===== config.mk =====
export PLATFORM = sky130hd
export DESIGN_NAME = ram_port_arbiter
export DESIGN_NICKNAME = d
export VERILOG_FILES = /design/src/rtl/ram_port_arbiter.sv
export SDC_FILE = /design/constraint.sdc
export NUM_CORES = 1
export LEC_CHECK = 0
export BUFFER_PORTS_ARGS = -buffer_cell sky130_fd_sc_hd__buf_2
export CAP_MARGIN = 20
export CELL_PAD_IN_SITES_DETAIL_PLACEMENT = 2
export CELL_PAD_IN_SITES_GLOBAL_PLACEMENT = 2
export CORE_MARGIN = 2
export CORE_UTILIZATION = 28
export DETAILED_ROUTE_END_ITERATION = 12
export PLACE_DENSITY_LB_ADDON = 0.05
export SYNTH_ARGS = -nofsm -noshare
export SYNTH_HDL_FRONTEND = slang
export SYNTH_SLANG_ARGS = --single-unit

===== constraint.sdc =====
create_clock -name clock -period 2.34 [get_ports clock]
set_input_delay 0.585 -clock clock [delete_from_list [all_inputs] [get_ports clock]]
set_output_delay 0.585 -clock clock [all_outputs]
set_load 0.01 [all_outputs]

===== src/rtl/ram_port_arbiter.sv =====
// ram_port_arbiter: shares RAM port B between CPU write strobes,
// a bulk loader write stream and a debug read-back port.
module ram_port_arbiter #(
   parameter int ADDR_W     = 16,
   parameter int DATA_W     = 8,
   parameter int RD_LATENCY = 1
) (
   input  logic              clock,
   input  logic              rst_n,
   input  logic              cpu_we,
   input  logic [ADDR_W-1:0] cpu_addr,
   input  logic [DATA_W-1:0] cpu_data,
   input  logic              ld_valid,
   output logic              ld_ready,
   input  logic [ADDR_W-1:0] ld_addr,
   input  logic [DATA_W-1:0] ld_data,
   input  logic              rd_valid,
   output logic              rd_ready,
   input  logic [ADDR_W-1:0] rd_addr,
   output logic [DATA_W-1:0] rd_data,
   output logic              rd_rvalid,
   output logic [ADDR_W-1:0] ram_addr,
   output logic [DATA_W-1:0] ram_data,
   output logic              ram_we,
   input  logic [DATA_W-1:0] ram_q
);

   typedef enum logic [1:0] {
      GNT_NONE,
      GNT_CPU,
      GNT_LD,
      GNT_RD
   } gnt_t;

   typedef enum logic {
      RR_LD,
      RR_RD
   } rr_t;

   logic              cpu_we_q;
   logic              cpu_pend;
   logic              cpu_edge;
   logic [ADDR_W-1:0] cpu_addr_q;
   logic [DATA_W-1:0] cpu_data_q;
   gnt_t              gnt;
   rr_t               rr;
   rr_t               rr_next;
   logic [RD_LATENCY:0] rd_pipe;

   // The CPU holds cpu_we for several RAM clocks; only its rising
   // edge counts as a new write.
   assign cpu_edge = cpu_we & ~cpu_we_q;

   // Capture one CPU write per strobe and hold it until issued.
   always_ff @(posedge clock or negedge rst_n) begin
      if (!rst_n) begin
         cpu_we_q   <= 1'b0;
         cpu_pend   <= 1'b0;
         cpu_addr_q <= '0;
         cpu_data_q <= '0;
      end else begin
         cpu_we_q <= cpu_we;
         if (cpu_edge) begin
            cpu_pend   <= 1'b1;
            cpu_addr_q <= cpu_addr;
            cpu_data_q <= cpu_data;
         end else if (gnt == GNT_CPU) begin
            cpu_pend <= 1'b0;
         end
      end
   end

   // Grant: pending CPU write first, else loader/reader with
   // round-robin when both request.
   always_comb begin
      gnt     = GNT_NONE;
      rr_next = rr;
      if (!rst_n) begin
         gnt = GNT_NONE;
      end else if (cpu_pend) begin
         gnt = GNT_CPU;
      end else if (ld_valid && !rd_valid) begin
         gnt = GNT_LD;
      end else if (rd_valid && !ld_valid) begin
         gnt = GNT_RD;
      end else if (ld_valid && rd_valid) begin
         gnt = (rr == RR_LD) ? GNT_LD : GNT_RD;
      end
      if (gnt == GNT_LD) rr_next = RR_RD;
      if (gnt == GNT_RD) rr_next = RR_LD;
   end

   assign ld_ready = (gnt == GNT_LD);
   assign rd_ready = (gnt == GNT_RD);

   // Round-robin pointer between loader and reader.
   always_ff @(posedge clock or negedge rst_n) begin
      if (!rst_n) rr <= RR_LD;
      else        rr <= rr_next;
   end

   // Register the granted access onto RAM port B.
   always_ff @(posedge clock or negedge rst_n) begin
      if (!rst_n) begin
         ram_we   <= 1'b0;
         ram_addr <= '0;
         ram_data <= '0;
      end else begin
         ram_we <= 1'b0;
         unique case (gnt)
            GNT_CPU: begin
               ram_we   <= 1'b1;
               ram_addr <= cpu_addr_q;
               ram_data <= cpu_data_q;
            end
            GNT_LD: begin
               ram_we   <= 1'b1;
               ram_addr <= ld_addr;
               ram_data <= ld_data;
            end
            GNT_RD: begin
               ram_addr <= rd_addr;
            end
            default: ;
         endcase
      end
   end

   // Track in-flight reads: one slot for the address register plus
   // RD_LATENCY slots for the RAM itself.
   always_ff @(posedge clock or negedge rst_n) begin
      if (!rst_n) rd_pipe <= '0;
      else        rd_pipe <= {rd_pipe[RD_LATENCY-1:0], gnt == GNT_RD};
   end

   assign rd_rvalid = rd_pipe[RD_LATENCY];
   assign rd_data   = ram_q;

endmodule


==> tab_implementation.tex, run 1 <==
\begin{tabular}{lr}
\hline
Metric & Value \\
\hline
\multicolumn{2}{l}{\textbf{Run status}} \\
\quad Run status & complete, no violations \\
\multicolumn{2}{l}{\textbf{STA}} \\
\quad Setup repair after global routing missed its margin & no \\
\quad Transition time at the pin with the least slew margin & 0.3640 ns \\
\quad Setup skew after layout & 0.005694 ns \\
\quad Post-route clock period utilization & 0.9264 \\
\quad Setup TNS & 0 ns \\
\quad Hold\_ws & 0.3545 ns \\
\quad Maximum clock frequency & 461.3 MHz \\
\quad Worst relative slew slack & 0.7574 \\
\quad Number of max-slew violations in the final report & 0 \\
\quad Final critical-path setup slack & 0.1723 ns \\
\quad Final setup violation count & 0 \\
\quad Final count of hold timing violations & 0 \\
\quad Time the worst path needs with I/O delays and setup & 2.168 ns \\
\multicolumn{2}{l}{\textbf{Route}} \\
\quad Per-cell routed wire length & 16.64 µm \\
\quad Metal2 WL & 3168 µm \\
\quad Final antenna-violating net count & 0 \\
\quad Highest routing layer actually used & met4 \\
\quad Residual DRC count & 0 \\
\quad Detailed Route WL & 6424 µm \\
\quad DRT Pass-1 Iters & 4 \\
\quad Met1 Routed Length & 2813 µm \\
\quad Per-cell via count in the routed design & 4.769 \\
\quad Met3 WL post-DR & 405 µm \\
\quad Detailed-route via count & 1841 \\
\quad Number of violations reported at the end of detailed-routing iteration 0 & 40 \\
\multicolumn{2}{l}{\textbf{CTS}} \\
\quad Total CTS buffers & 5 \\
\quad H-Tree Depth & 2 \\
\quad Maximum buffer depth of the clock tree & 2 \\
\quad Root cell of the clock tree & sky130\_fd\_sc\_hd\_\_clkbuf\_8 \\
\quad Count of clock tree sinks & 54 \\
\quad CTS tree & built \\
\quad Clock latency on the worst-skew pair & 0.31 ns \\
\quad Post-CTS clock slew at the launch and capture registers of the worst setup and hold paths & 0.09 ns \\
\multicolumn{2}{l}{\textbf{Global routing}} \\
\quad Combined global-route utilization of all metal layers & 0.1397 \\
\quad Global-route wire length before repair & 10490 µm \\
\quad Initial antenna violation count & 0 \\
\quad Overflow left after global routing & 0 \\
\quad Largest net degree at the start of global routing & 29 \\
\quad Via count of the first global-routing pass & 2026 \\
\multicolumn{2}{l}{\textbf{Critical path}} \\
\quad Crit start category & register \\
\quad Category of the worst setup path capture point & output port \\
\quad Critical path type & reg2out \\
\quad Maximum fanout along the worst path & 4 \\
\quad Req. time, crit path & 1.75 ns \\
\quad Worst reg2reg path depth & 7 \\
\quad Register-to-register setup slack & 0.57 ns \\
\quad Worst Path Arrival & 1.58 ns \\
\quad Worst R2R Start & rr \\
\quad End of the worst register-to-register path & ram\_addr[5] \\
\multicolumn{2}{l}{\textbf{Yosys}} \\
\quad Syn Std Cell Area & 2419 µm² \\
\quad Netlist cell types & 23 \\
\quad Instance count of the mapped netlist & 188 \\
\quad \#FFs+latches synth & 54 \\
\quad Yosys Warn Count & 0 \\
\quad Mapped Nets & 269 \\
\quad Post-synthesis area per instance & 12.86 µm² \\
\quad Post-synthesis sequential area ratio & 0.5587 \\
\multicolumn{2}{l}{\textbf{Hold path}} \\
\quad Tightest Hold Check Type & in2async \\
\multicolumn{2}{l}{\textbf{Placement}} \\
\quad Placed Cells incl. Taps & 380 \\
\quad Final HPWL DP & 4851 µm \\
\quad Setup slack at placement & 0.1060 ns \\
\quad Final weighted congestion of routability-driven global placement & 0.7230 \\
\quad Area of placed instances & 2964 µm² \\
\quad Number of I/O port buffers & 96 \\
\multicolumn{2}{l}{\textbf{Finish}} \\
\quad Synth-to-layout area growth & 26.18\% \\
\quad Fraction of final layout cells with drive strength greater than 1 & 0.5125 \\
\quad Post-route standard cell area excluding fillers & 3052 µm² \\
\quad Final-stage net count & 363 \\
\quad Cell Count, Final, Fillers Out & 386 \\
\quad Antenna cell count & 0 \\
\multicolumn{2}{l}{\textbf{Job}} \\
\quad Maximum Capacitance Violations & 0 \\
\multicolumn{2}{l}{\textbf{Floorplan}} \\
\quad Effective utilization at floorplan & 0.2914 \\
\quad Core Region & 8299 µm² \\
\quad Number of I/O pins & 113 \\
\quad Row cnt & 33 \\
\quad Die height & 96.94 µm \\
\quad Die width & 96.94 µm \\
\quad Area of the die & 9397 µm² \\
\multicolumn{2}{l}{\textbf{Power}} \\
\quad Power per Cell Area & 830.5 nW/µm² \\
\quad Maximum vdd ir drop & 0.2320 mV \\
\quad Static power due to leakage & 1.441 nW \\
\hline
\end{tabular}
## metal layers
metal	vias to the layer above	track usage
li1	858	-
met4	0	0.03900
met5	-	0
met1	909	0.1805
met2	67	0.2276
met3	7	0.04191
## cells by family after synthesis
group,after synthesis,synth area share
AND/OR/NAND/NOR,12,0.02484
flip-flops,54,0.5587
adder cells (fa/ha/maj),4,0.02069
multiplexers,32,0.1449
AO/OA/AOI/OAI,61,0.1687
buffers and inverters,25,0.08225
## registers in the layout (all words and copies together) (netlist names)
| name | cells |
|---|---|
| ram_data | 8 |
| rr | 1 |
| ram_addr | 16 |
| cpu_addr_q | 16 |
| cpu_data_q | 8 |
| cpu_we_q | 1 |
| cpu_pend | 1 |
| rd_pipe | 2 |
| ram_we | 1 |
## critical path, cell delays in order (launching register included)
cell and delay [ns]:
sky130_fd_sc_hd__dfrtp_1 0.36, sky130_fd_sc_hd__inv_1 0.05, sky130_fd_sc_hd__a21boi_0 0.26, sky130_fd_sc_hd__o21a_1 0.19
sky130_fd_sc_hd__ha_2 0.25, sky130_fd_sc_hd__buf_2 0.15
## worst max path at each step
| stage | from | to | depth (start not counted) |
|---|---|---|---|
| 3_3_place_gp | rd_valid | ld_ready | 5 |
| 4_1_cts | rr | ld_ready | 5 |
| 3_5_place_dp | rd_valid | ld_ready | 5 |
| 2_1_floorplan | rd_valid | ram_addr[11] | 8 |
| 6_report | rr | rd_ready | 5 |
| 5_1_grt | rr | rd_ready | 5 |
## area by class of cell
class                      instances  area (µm²)
fill                             906        5248
inverter                           4       15.01
clock buffer                       6       82.58
sequential                        54        1351
timing repair buffer             108       595.6
multi-input combinational        109       875.8
tap                              105       131.4
## timing repair
action                     in CTS  in global routing
buffers inserted                0                  0
setup endpoints to repair       0                  1
resized for setup               0                  3
hold buffers                    0                  0
## placed cells by master, fill, tap and decap left out, drive strengths merged, types with 2 or more instances in the layout
| cell type | n |
|---|---|
| clkbuf | 6 |
| o21ai | 25 |
| a22oi | 32 |
| buf | 108 |
| ha | 4 |
| inv | 4 |
| dfrtp | 54 |
| nor2 | 2 |
| mux2i | 8 |
| nand2 | 8 |
| mux2 | 24 |
## stage by stage
| step | power, W | util |
|---|---|---|
| final | 0.002534 | 0.3677 |
| after global routing | 0.002725 | 0.3677 |
| after CTS | 0.002597 | 0.3671 |
| after detailed placement | 0.002058 | 0.3572 |
| after global placement | 0.002031 | 0.3572 |
| after floorplan | 0.001710 | - |
## synthesized netlist by cell type (all sizes together)
cell type / number / area share
nor2: 2 / 0.0031
o21bai: 1 / 0.0031
nor3: 1 / 0.0067
buf: 17 / 0.061
o21a: 1 / 0.0031
ha: 4 / 0.021
mux2i: 8 / 0.033
mux2: 24 / 0.11
dfrtp: 54 / 0.56
nor2b: 1 / 0.0026
nand2: 8 / 0.012
o21ai: 25 / 0.052
o211a: 1 / 0.0041
a21boi: 1 / 0.0031
a22oi: 32 / 0.10
inv: 4 / 0.0062
clkbuf: 4 / 0.015
## report_power, final
| part | switching (W) | internal, W |
|---|---|---|
| Combinational | 0.000389 | 0.000354 |
| Clock | 0.000290 | 0.000229 |
| Sequential | 0.000118 | 0.00115 |
| Total | 0.000796 | 0.00174 |
Power figures use the tool's default switching activity.
==> run 2, diff against run 1 <==
CORE_MARGIN = 10   (was 2)
==> tab_implementation.tex, run 2 (same netlist as run 1, synthesis figures left out) <==
\begin{tabular}{lr}
\hline
Metric & Value \\
\hline
\multicolumn{2}{l}{\textbf{STA}} \\
\quad Hold\_ws & 0.1157 ns (-0.2388 ns) \\
\quad Worst relative slew slack & 0.6593 (-0.09810) \\
\quad Final setup violation count & 0 (unchanged) \\
\quad Setup skew after layout & 0.01085 ns (+0.005157 ns) \\
\quad Setup repair after global routing missed its margin & no \\
\quad Post-route clock period utilization & 0.9031 (-0.02331) \\
\quad Time the worst path needs with I/O delays and setup & 2.113 ns (-0.05454 ns) \\
\quad Transition time at the pin with the least slew margin & 0.5111 ns (+0.1471 ns) \\
\quad Maximum clock frequency & 473.2 MHz (+2.6\%) \\
\quad Number of max-slew violations in the final report & 0 (unchanged) \\
\quad Final count of hold timing violations & 0 (unchanged) \\
\quad Setup TNS & 0 ns (unchanged) \\
\multicolumn{2}{l}{\textbf{CTS}} \\
\quad Count of clock tree sinks & 54 (unchanged) \\
\quad CTS tree & built \\
\quad Maximum buffer depth of the clock tree & 2 (unchanged) \\
\quad Post-CTS clock slew at the launch and capture registers of the worst setup and hold paths & 0.09 ns (about the same) \\
\quad Root cell of the clock tree & sky130\_fd\_sc\_hd\_\_clkbuf\_8 \\
\quad Total CTS buffers & 5 (unchanged) \\
\quad H-Tree Depth & 2 (unchanged) \\
\quad Post-CTS repair timing setup buffer count & 0 (unchanged) \\
\quad Clock latency on the worst-skew pair & 0.30 ns (about the same) \\
\multicolumn{2}{l}{\textbf{Placement}} \\
\quad Number of I/O port buffers & 96 (unchanged) \\
\quad Final weighted congestion of routability-driven global placement & 0.7301 (+0.98\%) \\
\quad Final HPWL DP & 5825 µm (+20\%) \\
\multicolumn{2}{l}{\textbf{Floorplan}} \\
\quad Core Region & 8299 µm² (unchanged) \\
\quad Number of I/O pins & 113 (unchanged) \\
\quad Die width & 112.9 µm (+17\%) \\
\quad Area of the die & 12760 µm² (+36\%) \\
\quad Effective utilization at floorplan & 0.2914 (unchanged) \\
\quad Die height & 112.9 µm (+17\%) \\
\quad Row cnt & 33 (unchanged) \\
\multicolumn{2}{l}{\textbf{Route}} \\
\quad Final antenna-violating net count & 0 (unchanged) \\
\quad Residual DRC count & 0 (unchanged) \\
\quad Detailed-route via count & 1843 (+0.11\%) \\
\quad Per-cell routed wire length & 18.53 µm (+11\%) \\
\quad Detailed Route WL & 7189 µm (+12\%) \\
\quad Number of violations reported at the end of detailed-routing iteration 0 & 32 (-20\%) \\
\quad Per-cell via count in the routed design & 4.750 (-0.41\%) \\
\quad DRT Pass-1 Iters & 4 (unchanged) \\
\multicolumn{2}{l}{\textbf{Critical path}} \\
\quad Buffers plus inverters on the worst setup path & 2 (unchanged) \\
\quad Req. time, crit path & 1.75 ns (about the same) \\
\quad Crit. path cell count & 5 (unchanged) \\
\quad Register-to-register setup slack & 0.44 ns (-0.13 ns) \\
\quad End of the worst register-to-register path & ram\_addr[9] \\
\quad Maximum fanout along the worst path & 3 (-1) \\
\quad Crit start category & register \\
\quad Slowest stage delay, CP & 0.36 ns (about the same) \\
\quad Worst reg2reg path depth & 9 (+2) \\
\quad Cell-by-cell trace of the critical path & inv\_1 > a21boi\_0 > o21ai\_1 > ha\_1 > buf\_2 \\
\quad Worst R2R Start & rr \\
\quad Category of the worst setup path capture point & output port \\
\quad Critical path type & reg2out \\
\quad Slowest stage cell, crit path & sky130\_fd\_sc\_hd\_\_dfrtp\_1 \\
\quad Cell family contributing the most delay on the critical path & compound AO/OA/AOI/OAI gates \\
\quad Worst Path Arrival & 1.53 ns (-0.05 ns) \\
\multicolumn{2}{l}{\textbf{Power}} \\
\quad Maximum vdd ir drop & 0.3563 mV (+54\%) \\
\quad Static power due to leakage & 1.450 nW (+0.61\%) \\
\quad Power per Cell Area & 863.9 nW/µm² (+4.0\%) \\
\multicolumn{2}{l}{\textbf{Run status}} \\
\quad Run status & complete, no violations \\
\multicolumn{2}{l}{\textbf{Job}} \\
\quad Maximum Capacitance Violations & 0 (unchanged) \\
\multicolumn{2}{l}{\textbf{Global routing}} \\
\quad Largest net degree at the start of global routing & 35 (+21\%) \\
\quad Overflow left after global routing & 0 (unchanged) \\
\quad Initial antenna violation count & 2 (+2) \\
\quad Via count of the first global-routing pass & 2081 (+2.7\%) \\
\quad Combined global-route utilization of all metal layers & 0.1108 (-0.02884) \\
\quad Global-route wire length before repair & 11480 µm (+9.5\%) \\
\multicolumn{2}{l}{\textbf{Finish}} \\
\quad Number of fill cells in the layout & 931 (+2.8\%) \\
\quad Leading registers by flop count & cpu\_addr\_q x16, ram\_addr x16 \\
\quad Fraction of final layout cells with drive strength greater than 1 & 0.5053 (-0.007117) \\
\quad Synth-to-layout area growth & 26.59\% \\
\quad Leading cell type in the layout, fill and taps excluded & sky130\_fd\_sc\_hd\_\_buf\_2 \\
\quad Final-stage net count & 362 (-0.28\%) \\
\quad Most frequent cells in the layout & 96 x sky130\_fd\_sc\_hd\_\_buf\_2, 54 x sky130\_fd\_sc\_hd\_\_dfrtp\_1, 30 x sky130\_fd\_sc\_hd\_\_a22oi\_1, 24 x sky130\_fd\_sc\_hd\_\_mux2\_2, 22 x sky130\_fd\_sc\_hd\_\_o21ai\_0 \\
\multicolumn{2}{l}{\textbf{Hold path}} \\
\quad Tightest Hold Check Type & in2async \\
\hline
\end{tabular}
## run 2: changes by cell type in the layout (fill, tap and decap cells not counted)
cell                        before  now
sky130_fd_sc_hd__ha_2            2    0
sky130_fd_sc_hd__buf_12          2    1
sky130_fd_sc_hd__bufinv_16       0    1
sky130_fd_sc_hd__diode_2         0    2
sky130_fd_sc_hd__ha_1            2    4
## run 2: through the flow
stage	cells	setup WS, ns	instance area, µm²	total power (W)	util
5_1_grt	387	0.06897	3059	0.002862	0.3686
4_1_cts	386	0.08778	3057	0.002712	0.3683
3_3_place_gp	379	0.1790	2944	0.002037	0.3547
6_report	388	0.2268	3062	0.002645	0.3689
2_1_floorplan	188	0.3766	2419	0.001710	-
3_5_place_dp	379	0.1036	2944	0.002062	0.3547
## run 2: repair_timing
| action | CTS | global route |
|---|---|---|
| endpoints found under the setup margin | 0 | 1 |
| hold buffers | 0 | 0 |
| resized for setup | 0 | 1 |
## run 2: layout make-up
| class | count | area (µm²) | area share |
|---|---|---|---|
| Clock inverter | 1 | 30.03 | 0.009808 |
| Multi-Input combinational cell | 109 | 870.8 | 0.2844 |
| Sequential cell | 54 | 1351 | 0.4414 |
| Clock buffer | 6 | 82.58 | 0.02697 |
| Antenna cell | 2 | 5.005 | 0.001635 |
| Tap cell | 105 | 131.4 | 0.04291 |
| Timing Repair Buffer | 107 | 575.6 | 0.1880 |
| Inverter | 4 | 15.01 | 0.004904 |
## run 2: worst max-delay path by stage
stage / start / end / slack (ns)
4_1_cts: rr / ld_ready / 0.09
3_5_place_dp: rd_valid / ram_addr[0] / 0.10
2_1_floorplan: rd_valid / ram_addr[11] / 0.38
6_report: rr / ld_ready / 0.23
3_3_place_gp: rd_valid / ram_addr[6] / 0.18
5_1_grt: rr / ld_ready / 0.07
## run 2: where the power goes
| group | leakage (nW) | total, W | switching, W | internal, W |
|---|---|---|---|---|
| combinational | 0.742 | 0.000737 | 0.000394 | 0.000343 |
| sequential | 0.650 | 0.00128 | 0.000120 | 0.00115 |
| clock | 0.0573 | 0.000633 | 0.000290 | 0.000343 |
## run 2: per-layer routing
layer,track usage,wire [µm],vias to the layer above
met2,0.1889,3627,71
met1,0.1205,2727,900
met5,0,0,-
met3,0.05811,797,7
met4,0.02115,37,0
li1,-,-,865
==> run 3, diff against run 2 <==
PLACE_DENSITY_LB_ADDON = 0.1   (was 0.05)
TNS_END_PERCENT = 30   (was unset)
==> tab_implementation.tex, run 3 (same netlist as run 1, synthesis figures left out) <==
\begin{tabular}{lr}
\hline
Metric & Value \\
\hline
\multicolumn{2}{l}{\textbf{Run status}} \\
\quad Run status & complete, no violations \\
\multicolumn{2}{l}{\textbf{Global routing}} \\
\quad Via count of the first global-routing pass & 2120 (+1.9\%) \\
\quad Largest net degree at the start of global routing & 32 (-8.6\%) \\
\quad Global-route wire length before repair & 11500 µm (+0.12\%) \\
\quad Global routing's busiest layer & met2 \\
\quad Overflow left after global routing & 0 (unchanged) \\
\quad GR Layer Usage met2 & 0.1740 (-0.01498) \\
\quad Initial antenna violation count & 1 (-1) \\
\quad Met1 GRT Util & 0.1275 (+0.006954) \\
\quad GR Layer Usage met3 & 0.06498 (+0.006867) \\
\quad Combined global-route utilization of all metal layers & 0.1111 (+0.0002322) \\
\multicolumn{2}{l}{\textbf{Route}} \\
\quad DRT Pass-1 Iters & 4 (unchanged) \\
\quad Per-cell via count in the routed design & 4.768 (+0.38\%) \\
\quad Residual DRC count & 0 (unchanged) \\
\quad Number of violations reported at the end of detailed-routing iteration 0 & 43 (+34\%) \\
\quad Detailed-route via count & 1850 (+0.38\%) \\
\quad Detailed Route WL & 7277 µm (+1.2\%) \\
\quad Per-cell routed wire length & 18.76 µm (+1.2\%) \\
\quad Final antenna-violating net count & 0 (unchanged) \\
\multicolumn{2}{l}{\textbf{STA}} \\
\quad Setup repair after global routing missed its margin & no \\
\quad Number of max-slew violations in the final report & 0 (unchanged) \\
\quad Final critical-path setup slack & 0.1845 ns (-0.04234 ns) \\
\quad Maximum clock frequency & 463.9 MHz (-2.0\%) \\
\quad Final count of hold timing violations & 0 (unchanged) \\
\quad Transition time at the pin with the least slew margin & 0.4622 ns (-0.04895 ns) \\
\quad Setup skew after layout & 0.01360 ns (+0.002744 ns) \\
\quad Setup TNS & 0 ns (unchanged) \\
\quad Post-route clock period utilization & 0.9212 (+0.01809) \\
\quad Time the worst path needs with I/O delays and setup & 2.156 ns (+0.04234 ns) \\
\quad Worst relative slew slack & 0.6919 (+0.03263) \\
\quad Final setup violation count & 0 (unchanged) \\
\multicolumn{2}{l}{\textbf{Placement}} \\
\quad Setup slack at placement & 0.05383 ns (-0.04976 ns) \\
\quad Final weighted congestion of routability-driven global placement & 0.6891 (-5.6\%) \\
\quad Placed Cells incl. Taps & 379 (unchanged) \\
\quad Number of I/O port buffers & 96 (unchanged) \\
\quad Final HPWL DP & 5766 µm (-1.0\%) \\
\multicolumn{2}{l}{\textbf{Floorplan}} \\
\quad Die height & 112.9 µm (unchanged) \\
\quad Row cnt & 33 (unchanged) \\
\quad Number of I/O pins & 113 (unchanged) \\
\quad Area of the die & 12760 µm² (unchanged) \\
\quad Core Region & 8299 µm² (unchanged) \\
\quad Effective utilization at floorplan & 0.2914 (unchanged) \\
\quad Die width & 112.9 µm (unchanged) \\
\multicolumn{2}{l}{\textbf{Critical path}} \\
\quad Slowest stage delay, CP & 0.40 ns (+0.04 ns) \\
\quad Slowest stage cell, crit path & sky130\_fd\_sc\_hd\_\_dfrtp\_1 \\
\quad Critical path type & reg2out \\
\quad Crit start category & register \\
\quad Buffers plus inverters on the worst setup path & 2 (unchanged) \\
\quad Worst Path Arrival & 1.57 ns (+0.04 ns) \\
\quad Category of the worst setup path capture point & output port \\
\quad Cell family contributing the most delay on the critical path & compound AO/OA/AOI/OAI gates \\
\quad Cell-by-cell trace of the critical path & inv\_1 > a21boi\_1 > o21ai\_0 > ha\_1 > buf\_2 \\
\quad Register-to-register setup slack & 0.40 ns (-0.04 ns) \\
\quad Maximum fanout along the worst path & 3 (unchanged) \\
\quad Worst reg2reg path depth & 9 (unchanged) \\
\quad Req. time, crit path & 1.75 ns (about the same) \\
\quad Worst R2R Start & rr \\
\quad End of the worst register-to-register path & ram\_addr[4] \\
\multicolumn{2}{l}{\textbf{Finish}} \\
\quad Number of fill cells in the layout & 954 (+2.5\%) \\
\quad Fraction of final layout cells with drive strength greater than 1 & 0.5071 (+0.001754) \\
\quad Final-stage net count & 362 (unchanged) \\
\quad Multi-input gate area & 870.8 µm² (unchanged) \\
\quad Cell Count, Final, Fillers Out & 388 (unchanged) \\
\quad Leading registers by flop count & cpu\_addr\_q x16, ram\_addr x16 \\
\quad Storage cell area & 1351 µm² (unchanged) \\
\quad Synth-to-layout area growth & 25.56\% \\
\quad Leading cell type in the layout, fill and taps excluded & sky130\_fd\_sc\_hd\_\_buf\_2 \\
\quad Final core utilization & 0.3659 (-0.003015) \\
\quad Most frequent cells in the layout & 96 x sky130\_fd\_sc\_hd\_\_buf\_2, 54 x sky130\_fd\_sc\_hd\_\_dfrtp\_1, 30 x sky130\_fd\_sc\_hd\_\_a22oi\_1, 24 x sky130\_fd\_sc\_hd\_\_mux2\_2, 23 x sky130\_fd\_sc\_hd\_\_o21ai\_0 \\
\multicolumn{2}{l}{\textbf{Power}} \\
\quad Internal power & 0.001718 W (-6.7\%) \\
\quad Net switching power & 0.0008363 W (+4.0\%) \\
\quad Static power due to leakage & 1.438 nW (-0.83\%) \\
\quad Power consumption & 0.002554 W (-3.4\%) \\
\quad Fraction of power spent switching nets & 0.3274 (+0.02351) \\
\quad Clock power share & 0.207 (-0.032) \\
\quad Share of power burned in combinational logic & 0.295 (+0.016) \\
\quad Maximum vdd ir drop & 0.2896 mV (-19\%) \\
\quad Power per Cell Area & 841.1 nW/µm² (-2.6\%) \\
\quad Register share of total power & 0.499 (+0.017) \\
\multicolumn{2}{l}{\textbf{CTS}} \\
\quad Count of clock tree sinks & 54 (unchanged) \\
\quad CTS tree & built \\
\quad Maximum buffer depth of the clock tree & 2 (unchanged) \\
\quad Total CTS buffers & 5 (unchanged) \\
\quad Hold bufs inserted after CTS & 0 (unchanged) \\
\quad H-Tree Depth & 2 (unchanged) \\
\quad Post-CTS clock slew at the launch and capture registers of the worst setup and hold paths & 0.09 ns (about the same) \\
\quad Root cell of the clock tree & sky130\_fd\_sc\_hd\_\_clkbuf\_8 \\
\quad Clock latency on the worst-skew pair & 0.31 ns (about the same) \\
\quad Post-CTS repair timing setup buffer count & 0 (unchanged) \\
\quad Count of instances resized after the clock tree is built & 0 (unchanged) \\
\multicolumn{2}{l}{\textbf{Hold path}} \\
\quad Tightest Hold Check Type & in2async \\
\multicolumn{2}{l}{\textbf{Job}} \\
\quad Maximum Capacitance Violations & 0 (unchanged) \\
\hline
\end{tabular}
-- run 3: per-layer routing --
metal / vias to the layer above / wire length, µm
li1: 859 / -
met1: 907 / 2964
met2: 76 / 3360
met5: - / 0
met3: 8 / 881
met4: 0 / 70
-- run 3: cell type report --
type | instances | area share
diodes | 1 | 0.0008241
clock buffers | 5 | 0.02266
clock inverters | 3 | 0.007005
inverters | 4 | 0.004944
multi-input cells | 109 | 0.2868
flip-flops and latches | 54 | 0.4450
well taps | 105 | 0.04326
repair buffers | 107 | 0.1895
-- run 3: worst max path at each step --
stage,to,cells after the start,slack (ns),from
6_report,ld_ready,5,0.18,rr
5_1_grt,ld_ready,5,0.05,rr
4_1_cts,rd_ready,5,0.10,rr
3_5_place_dp,ram_addr[9],9,0.05,rd_valid
3_3_place_gp,ram_addr[5],9,0.20,rd_valid
2_1_floorplan,ram_addr[11],8,0.38,rd_valid
-- run 3: stage by stage --
| step | hold WS, ns | area [µm²] |
|---|---|---|
| 2_1_floorplan | 0.2894 | 2419 |
| 3_3_place_gp | 0.3364 | 2944 |
| 3_5_place_dp | 0.3356 | 2944 |
| 4_1_cts | 0.06329 | 3034 |
| 5_1_grt | 0.06544 | 3034 |
| 6_report | 0.07860 | 3037 |
-- run 3: worst register-to-register path, delay by kind of cell, from the launching register on --
family                   cells  cell delay (ns)
AO/OA/AOI/OAI                4             0.68
buffers and inverters        3             0.42
flip-flops                   1             0.40
adder cells (fa/ha/maj)      1             0.25
AND/OR/NAND/NOR              1             0.07
-- run 3: power by group through the flow --
| stage | logic, W | clock network, W | registers [W] |
|---|---|---|---|
| finish | 0.000753 | 0.000527 | 0.00127 |
| global placement | 0.000763 | 0 | 0.00128 |
| detailed placement | 0.000782 | 0 | 0.00130 |
| global route | 0.000861 | 0.000597 | 0.00131 |
| CTS | 0.000783 | 0.000564 | 0.00128 |
| floorplan | 0.000359 | 0 | 0.00135 |
